$ cat config.mk
export PLATFORM = sky130hd
export DESIGN_NAME = imm_encoder
export DESIGN_NICKNAME = d
export VERILOG_FILES = /design/src/rtl/imm_encoder.sv
export SDC_FILE = /design/constraint.sdc
export NUM_CORES = 1
export LEC_CHECK = 0
export CORE_MARGIN = 2
export CORE_UTILIZATION = 53
export CTS_BUF_LIST = sky130_fd_sc_hd__clkbuf_16
export DETAILED_ROUTE_END_ITERATION = 16
export PLACE_DENSITY = 0.85
export SETUP_SLACK_MARGIN = 0.02
export SLEW_MARGIN = 20
export SYNTH_ARGS = -nofsm -noshare
export SYNTH_HDL_FRONTEND = slang
export SYNTH_SLANG_ARGS = --single-unit
$ cat constraint.sdc
create_clock -name CLK -period 2.7 [get_ports CLK]
set_clock_uncertainty 0.1 [all_clocks]
set_input_delay 0.81 -clock CLK [delete_from_list [all_inputs] [get_ports CLK]]
set_output_delay 0.81 -clock CLK [all_outputs]
set_load 0.1 [all_outputs]
$ cat src/rtl/imm_encoder.sv
// imm_encoder: two-stage valid/ready pipeline that places a 32-bit immediate
// into the immediate-carrying bits [31:7] of an instruction word for the
// selected format (I, S, B, J, U, shift). It also flags values that the
// format cannot represent exactly.
//
// Ports
//   CLK           rising-edge clock for all state
//   RST           synchronous active-low reset
//   InValid       request valid
//   InReady       request accepted on InValid && InReady at a rising edge
//   ImmIn         two's-complement immediate to encode
//   ImmSrcIn      format: 0 I, 1 S, 2 B, 3 J, 4 U, 5 shift, 6/7 as I
//   OutValid      result valid
//   OutReady      result consumed on OutValid && OutReady at a rising edge
//   ImmFieldsOut  instruction bits [31:7]; bit 24 is instruction bit 31
//   RangeErr      ImmIn not representable in the format (qualified by OutValid)
//   ErrCount      saturating count of consumed results with RangeErr set
module imm_encoder (
   input  logic        CLK,
   input  logic        RST,
   input  logic        InValid,
   output logic        InReady,
   input  logic [31:0] ImmIn,
   input  logic [2:0]  ImmSrcIn,
   output logic        OutValid,
   input  logic        OutReady,
   output logic [24:0] ImmFieldsOut,
   output logic        RangeErr,
   output logic [7:0]  ErrCount
);

   localparam logic [2:0] FMT_S  = 3'd1;
   localparam logic [2:0] FMT_B  = 3'd2;
   localparam logic [2:0] FMT_J  = 3'd3;
   localparam logic [2:0] FMT_U  = 3'd4;
   localparam logic [2:0] FMT_SH = 3'd5;

   logic        s1_valid;
   logic [31:0] s1_imm;
   logic [2:0]  s1_src;

   logic        s2_adv;
   logic        s1_accept;

   logic [31:7] enc_inst;
   logic        enc_err;

   // S2 moves whenever its slot is empty or being drained; S1 can take a new
   // request when empty or when its content moves into S2 on the same edge.
   assign s2_adv    = !OutValid || OutReady;
   assign s1_accept = !s1_valid || s2_adv;
   assign InReady   = RST && s1_accept;

   // Encoder between S1 and S2. Bits not carrying an immediate stay 0; on a
   // range error the truncated encoding is still produced.
   always_comb begin
      enc_inst = '0;
      enc_err  = 1'b0;
      case (s1_src)
         FMT_S: begin
            enc_inst[31:25] = s1_imm[11:5];
            enc_inst[11:7]  = s1_imm[4:0];
            enc_err = (s1_imm != {{20{s1_imm[11]}}, s1_imm[11:0]});
         end
         FMT_B: begin
            enc_inst[31]    = s1_imm[12];
            enc_inst[30:25] = s1_imm[10:5];
            enc_inst[11:8]  = s1_imm[4:1];
            enc_inst[7]     = s1_imm[11];
            enc_err = s1_imm[0] ||
                      (s1_imm != {{19{s1_imm[12]}}, s1_imm[12:0]});
         end
         FMT_J: begin
            enc_inst[31]    = s1_imm[20];
            enc_inst[30:21] = s1_imm[10:1];
            enc_inst[20]    = s1_imm[11];
            enc_inst[19:12] = s1_imm[19:12];
            enc_err = s1_imm[0] ||
                      (s1_imm != {{11{s1_imm[20]}}, s1_imm[20:0]});
         end
         FMT_U: begin
            enc_inst[31:12] = s1_imm[31:12];
            enc_err = (s1_imm[11:0] != 12'd0);
         end
         FMT_SH: begin
            enc_inst[24:20] = s1_imm[4:0];
            enc_err = (s1_imm[31:5] != 27'd0);
         end
         default: begin
            // I format, also used for the two unassigned codes
            enc_inst[31:20] = s1_imm[11:0];
            enc_err = (s1_imm != {{20{s1_imm[11]}}, s1_imm[11:0]});
         end
      endcase
   end

   always_ff @(posedge CLK) begin
      if (!RST) begin
         s1_valid     <= 1'b0;
         s1_imm       <= '0;
         s1_src       <= '0;
         OutValid     <= 1'b0;
         ImmFieldsOut <= '0;
         RangeErr     <= 1'b0;
         ErrCount     <= '0;
      end else begin
         if (s1_accept) begin
            s1_valid <= InValid;
            if (InValid) begin
               s1_imm <= ImmIn;
               s1_src <= ImmSrcIn;
            end
         end
         if (s2_adv) begin
            OutValid <= s1_valid;
            if (s1_valid) begin
               ImmFieldsOut <= enc_inst;
               RangeErr     <= enc_err;
            end
         end
         if (OutValid && OutReady && RangeErr && (ErrCount != 8'hFF)) begin
            ErrCount <= ErrCount + 8'd1;
         end
      end
   end

endmodule

### Yosys cells after proc, flatten, opt, wreduce, memory -nomap -nowiden

Cells that the tools add are included.

| operators by class | value |
|---|---|
| add/sub/neg operators | 1 |
| multipliers | 0 |
| div/mod/pow operators | 0 |
| order comparisons | 0 |
| eq/ne operators | 9 |
| shift operators | 0 |
| mux-type cells | 5 |
| bitwise operators | 0 |
| reduce and logical (&&, ||, !) cells | 16 |

Operators by type and width:

| operator | number |
|---|---|
| $pmux 7 s4 | 1 |
| $reduce_bool 27->1 | 1 |
| $ne 20x20->1 | 1 |
| $ne 19x19->1 | 1 |
| $pmux 5 s3 | 1 |
| $reduce_bool 12->1 | 1 |
| $ne 11x11->1 | 1 |
| $pmux 5 s2 | 1 |
| $add 8x1->8 const B | 1 |
| $mux 8 | 1 |
| $ne 8x8->1 const B | 1 |
| $eq 3x2->1 const B | 2 |
| $eq 3x3->1 const B | 2 |
| $logic_and 1x1->1 | 4 |
| $logic_or 1x1->1 | 4 |
| $pmux 1 s4 | 1 |
| $reduce_and 2->1 | 2 |
| $reduce_or 2->1 | 2 |
| $eq 3x1->1 const B | 1 |
| $logic_not 1->1 | 2 |

| storage, ports and cells | value |
|---|---|
| bits in registers | 71 |
| bits in latches | 0 |
| bits in writable memories | 0 |
| bits in read-only memories | 0 |
| input bits | 39 |
| output and inout port bits | 36 |
| word-level logic and storage cells | 38 |
| memories | 0 |

### Depth between registers and ports, before layout

Gate-level depths: netlist of the first run.

| logic depth | value |
|---|---|
| depth after elaboration | 4 |
| gate-level depth with buffers | 7 |

### Worst setup path after synthesis of the first run

Ideal clock, no wire load.

| path | value |
|---|---|
| path kind | in2out |
| from | input port RST |
| to | output port InReady |
| data arrival time | 2.076 ns |
| data required time | 1.790 ns |
| slack | -0.286 ns |
| stages on the path | 3 |
| path buffers | 2 |
| cells stage by stage | clkbuf_1 > clkbuf_1 > and2_1 |

| on the way | value |
|---|---|
| word-level cells in the longest chain between the ends | 1 |

RTL lines:

| element | RTL line | text |
|---|---|---|
| from (decl) | 20 | `input logic RST,` |
| $logic_and 1x1->1 | 52 | `assign InReady = RST && s1_accept;` |
| to (decl) | 22 | `output logic InReady,` |

No other way between the ends.

### Final worst setup path of the first run

Ends and elaborated chain as after synthesis.

==> reports/metrics.csv, run 1 <==
metric,value,unit
status,completed,
htree_levels,3,
wl,8.10,mm
cts_max_path_buffers,2,
hpwl,5.33,mm
synth_top_area_frac,0.450,
grt_pass1_wl,12.7,mm
core_area,0.00585,mm²
antenna_found_initial,0,
detail-route-antenna-nets,0,
port_buffers,74,
postSynthAreaPerCell,8.48,µm²
worst-setup-path-type,in -> out,
rows,28,
die-area,0.00660,mm²
start_kind,input pin,
yosys_register_bits,71,
cts_buffers,9,
die_h,81.2,µm
period_share,0.950,
crit_required,1.79,ns
crit_path_max_incr_delay,0.51,ns
clk_latency,0.34,ns
fp.dieW,81.2,µm
hold_class,reg -> reg,
post-route-drc-count,0,
grt_pass1_vias,2666,
p_leak,1.73,nW
ys.warnings.count,0,
cp.arrival,1.66,ns
fill_cells,463,
synthTopCellsByCount,"88 x nand2_1, 71 x dfxtp_1, 36 x a21boi_1",
wl_per_cell,15.4,µm
synth_nets,414,
dpl_cell_area,0.00392,mm²
yosysMostFrequentCell,nand2_1,
num_vias,2952,
hold_slack,0.371,ns
clock_sinks,71,
nNetsFinal,486,
grt_max_degree,72,
crit_path_top_delay_cell,clkdlybuf4s50_1,
synthToLayoutAreaGrowth,34.2,%
synth.yosys.seq_area_share,0.450,
cts-root-buf,clkbuf_16,
crit_path_cell_trace,clkdlybuf4s50_1 > and2_4 > buf_12,
crit_path_end_kind,primary output,
drive_gt1_frac,0.147,
finish.instance_area,0.00424,mm²
clk_pin_slew,0.05,ns
post_drt_via_cell_ratio,5.62,
routabilityCongestion,0.847,
worstMarginPinSlew,0.570,ns
powerDensity,653,mW/mm²
setup_viol,0,
synth.area.top_cells,"dfxtp_1 45%, nand2_1 10%, a21boi_1 8.5%",
max_freq,0.390,GHz
hold_viol_final,0,
netlist_area,0.00316,mm²
synthCells,373,
io_pins,75,
firstDrtPassIters,5,
fin_crit,2.57,ns
track_usage,0.256,
yosys_most_used_dff,dfxtp_1,
diodes,0,
grt_overflow,0,
finalMaxSlewViolations,0,
cts_tree,built,
ir_drop,0.000395,V
slew_headroom,0.620,
yosysTopAreaCell,dfxtp_1,
total_power,2.77,mW
start_util,0.540,
maxCapViolations,0,
critPathMaxFanout,2,
rsz0062_at_grt,false,
synth_edf_count,0,
drt_iter0_markers,244,
yosysUniqueCellTypes,41,
finish.utilization,0.725,
ys_async_sr_fraction,0,
critical path: cells and delay by family:
| family | cells | cell delay (ns) |
|---|---|---|
| buffers and inverters | 2 | 0.67 |
| and+or+nand+nor | 1 | 0.17 |
area by class of cell:
cell class	instances	area (µm²)	share of cell area
multi-input cells	265	1590	0.375
flip-flops and latches	71	1420	0.335
repair buffers	86	777	0.183
clock buffers	9	225	0.0531
well taps	75	93.8	0.0221
clock inverters	7	87.6	0.0206
inverters	12	45.0	0.0106
power breakdown:
| part | switching, mW | leakage (nW) | internal [mW] |
|---|---|---|---|
| logic | 0.225 | 0.999 | 0.156 |
| registers | 0.0545 | 0.581 | 1.09 |
| clock network | 0.441 | 0.147 | 0.799 |
| total | 0.721 | 1.73 | 2.05 |
placed cells by master, fill, tap and decap left out, drive strengths merged, types with 3 or more instances in the layout:
| cell | synthesis | routed |
|---|---|---|
| nand2 | 88 | 88 |
| dfxtp | 71 | 71 |
| buf | 10 | 48 |
| clkdlybuf4s50 | 0 | 37 |
| a21boi | 36 | 36 |
| nor2b | 22 | 22 |
| nor3 | 15 | 15 |
| a22oi | 13 | 13 |
| inv | 12 | 12 |
| and2 | 10 | 10 |
| clkbuf | 15 | 9 |
| nor2 | 8 | 8 |
| o311ai | 6 | 6 |
| o211a | 6 | 6 |
| xor2 | 6 | 6 |
| nand4 | 5 | 5 |
| o21ai | 5 | 5 |
| nand2b | 4 | 4 |
| a222oi | 4 | 4 |
| nand3 | 4 | 4 |
| nor4 | 4 | 4 |
| a21oi | 3 | 3 |
| a211oi | 3 | 3 |
| clkinv | 0 | 3 |
layer usage:
layer,wire [µm],share of wire,track usage
met5,0,0,0
met4,144,0.018,0.0983
met3,474,0.059,0.0378
met2,3940,0.49,0.433
met1,3540,0.44,0.329
sequential cells by signal (all words and copies together), names as in the netlist:
name and flops:
OutValid 1, ImmFieldsOut 25, s1_valid 1, s1_imm 32
RangeErr 1, s1_src 3, ErrCount 8
repair_timing:
item | 4_1_cts | 5_1_grt
endpoints found under the setup margin | 1 | 0
resized for setup | 1 | 0
hold buffers | 0 | 0
hold endpoints to repair | 0 | 0
buffers inserted | 2 | 0
worst paths after layout:
path | start | endpoint | slack, ns | cells past startpoint
hold reg to reg | s1_imm[8] | s1_imm[8] | 0.37 | 2
hold / removal | s1_imm[8] | s1_imm[8] | 0.37 | 2
setup / recovery | RST | InReady | 0.13 | 3
setup reg to reg | s1_src[1] | ImmFieldsOut[16] | 0.49 | 5
metrics by stage:
| stage | std cells | setup WS (ns) | TNS, ns |
|---|---|---|---|
| global route | 525 | 0.104 | 0 |
| floorplan | 373 | 0.124 | 0 |
| global placement | 507 | -0.0552 | -0.0552 |
| CTS | 525 | 0.138 | 0 |
| detailed placement | 507 | -0.0697 | -0.0697 |
| finish | 525 | 0.135 | 0 |
kinds of logic after synthesis:
logic type               count (synthesis)  synth area share
adder cells (fa/ha/maj)                  2           0.00791
AO/OA/AOI/OAI                           90             0.221
flip-flops                              71             0.450
buffers and inverters                   37            0.0479
multiplexers                             2           0.00633
XOR/XNOR                                 7            0.0194
AND/OR/NAND/NOR                        164             0.248
Note: power is estimated with default switching activity, not from simulation.
==> inputs of run 2 (changes only) <==
--- a/config.mk
+++ b/config.mk
@@ -5,6 +5,7 @@
 export SDC_FILE = /design/constraint.sdc
 export NUM_CORES = 1
 export LEC_CHECK = 0
+export CORE_ASPECT_RATIO = 0.6
 export CORE_MARGIN = 2
 export CORE_UTILIZATION = 53
 export CTS_BUF_LIST = sky130_fd_sc_hd__clkbuf_16
==> constraint.sdc (replaced) <==
create_clock -name CLK -period 2.7 [get_ports CLK]
set_clock_uncertainty 0.1 [all_clocks]
set_input_delay 0.81 -clock CLK [delete_from_list [all_inputs] [get_ports CLK]]
set_output_delay 0.81 -clock CLK [all_outputs]
set_load 0.05 [all_outputs]
==> run 2 against run 1 <==
  * Via count rose by 3.6%
  * Combinational power fell by 12%
  * Die area rose by 0.32%
  * Sequential share of layout area fell by 0.80 points
  * Hold slack got worse by 0.00054 ns
  * Global-route usage rose by 1.2 points
  * Sequential cell count did not move
  * Final area rose by 2.4%
  * Critical path type is now reg -> out
  * Critical endpoint is now ErrCount[3]
  * Largest power group unchanged
==> reports/metrics.csv, run 2 (synthesis gave the netlist of run 1 again) <==
metric,value,unit
drive_gt1_frac,0.0732,
grt_max_degree,72,
cts-root-buf,clkbuf_16,
port_buffers,74,
hold_slack,0.371,ns
clock_sinks,71,
firstDrtPassIters,6,
worstMarginPinSlew,0.594,ns
fp.dieW,104,µm
total_power,2.81,mW
rsz0062_at_grt,false,
grt_overflow,0,
mostFrequentLayoutCells,"88 x nand2_1, 71 x dfxtp_1, 71 x clkdlybuf4s50_1, 36 x a21boi_1, 22 x nor2b_1",
detail-route-antenna-nets,0,
clk_pin_slew,0.06,ns
wl,8.70,mm
nNetsFinal,487,
cts_max_path_buffers,2,
mostFrequentLayoutCell,nand2_1,
rows,21,
hpwl,5.83,mm
wl_per_cell,16.4,µm
hold_class,reg -> reg,
htree_levels,3,
cts_buffers,9,
cp.arrival,1.64,ns
clk_latency,0.33,ns
fill_cells,407,
critPathMaxFanout,7,
powerDensity,647,mW/mm²
routabilityCongestion,0.836,
max_freq,0.393,GHz
core_area,0.00568,mm²
reg_top3,"s1_imm (32), ImmFieldsOut (25), ErrCount (8)",
synthToLayoutAreaGrowth,37.4,%
p_leak,1.67,nW
hold_viol_final,0,
dp_slack,-0.0623,ns
grt_pass1_wl,13.9,mm
die-area,0.00662,mm²
post-route-drc-count,0,
grt_pass1_vias,2827,
maxCapViolations,0,
start_util,0.557,
track_usage,0.268,
finish.instance_area,0.00435,mm²
dpl_cell_area,0.00398,mm²
crit_path_top_delay_cell,clkdlybuf4s50_1,
setup_viol,0,
antenna_found_initial,0,
ir_drop,0.000379,V
final_cells,531,
path_buf_inv,1,
crit_path_end_kind,primary output,
place_inst,513,
finalMaxSlewViolations,0,
slew_headroom,0.604,
hold_buffers,0,
start_kind,flip-flop,
crit_path_cell_trace,clkdlybuf4s50_1,
diodes,0,
cts_tree,built,
regMostFlops,s1_imm,
r2r_slack,0.46,ns
drt_iter0_markers,202,
worst-setup-path-type,reg -> out,
setup_slack,0.153,ns
post_drt_via_cell_ratio,5.76,
die_h,63.8,µm
fin_crit,2.55,ns
finish.utilization,0.766,
cp_top_family,buffers and inverters,
num_vias,3058,
crit_path_max_incr_delay,0.85,ns
period_share,0.943,
crit_required,1.79,ns
fin_tns_setup,0,ns
largest_reg_flops,32,
status,completed,
io_pins,75,
==> run 2: final timing paths <==
check / cells past startpoint / from / to
hold reg to reg: 2 / s1_imm[6] / s1_imm[6]
setup / recovery: 1 / ErrCount[3] / ErrCount[3]
hold / removal: 2 / s1_imm[6] / s1_imm[6]
setup reg to reg: 5 / s1_src[2] / ImmFieldsOut[12]
==> run 2: area by class of cell <==
cell class	count	area [µm²]	share of cell area
multi-input combinational	265	1590	0.366
inverter	12	45.0	0.0104
timing repair buffer	87	850	0.196
tap	80	100	0.0230
clock buffer	9	225	0.0518
sequential	71	1420	0.327
clock inverter	7	113	0.0259
==> run 2: what timing repair did <==
action                                 4_1_cts  5_1_grt
gates resized for setup                      4        0
endpoints found under the hold margin        0        0
buffers inserted                             2        0
setup endpoints to repair                    1        0
==> run 2: layer usage <==
layer | wire length, µm | track usage
met1 | 3850 | 0.351
met3 | 912 | 0.0980
met2 | 3810 | 0.416
met5 | 0 | 0
met4 | 119 | 0.0861
==> run 2: power by group <==
part / switching (mW) / total [mW] / internal (mW)
logic: 0.179 / 0.336 / 0.157
clock network: 0.436 / 1.33 / 0.895
registers: 0.0548 / 1.15 / 1.09
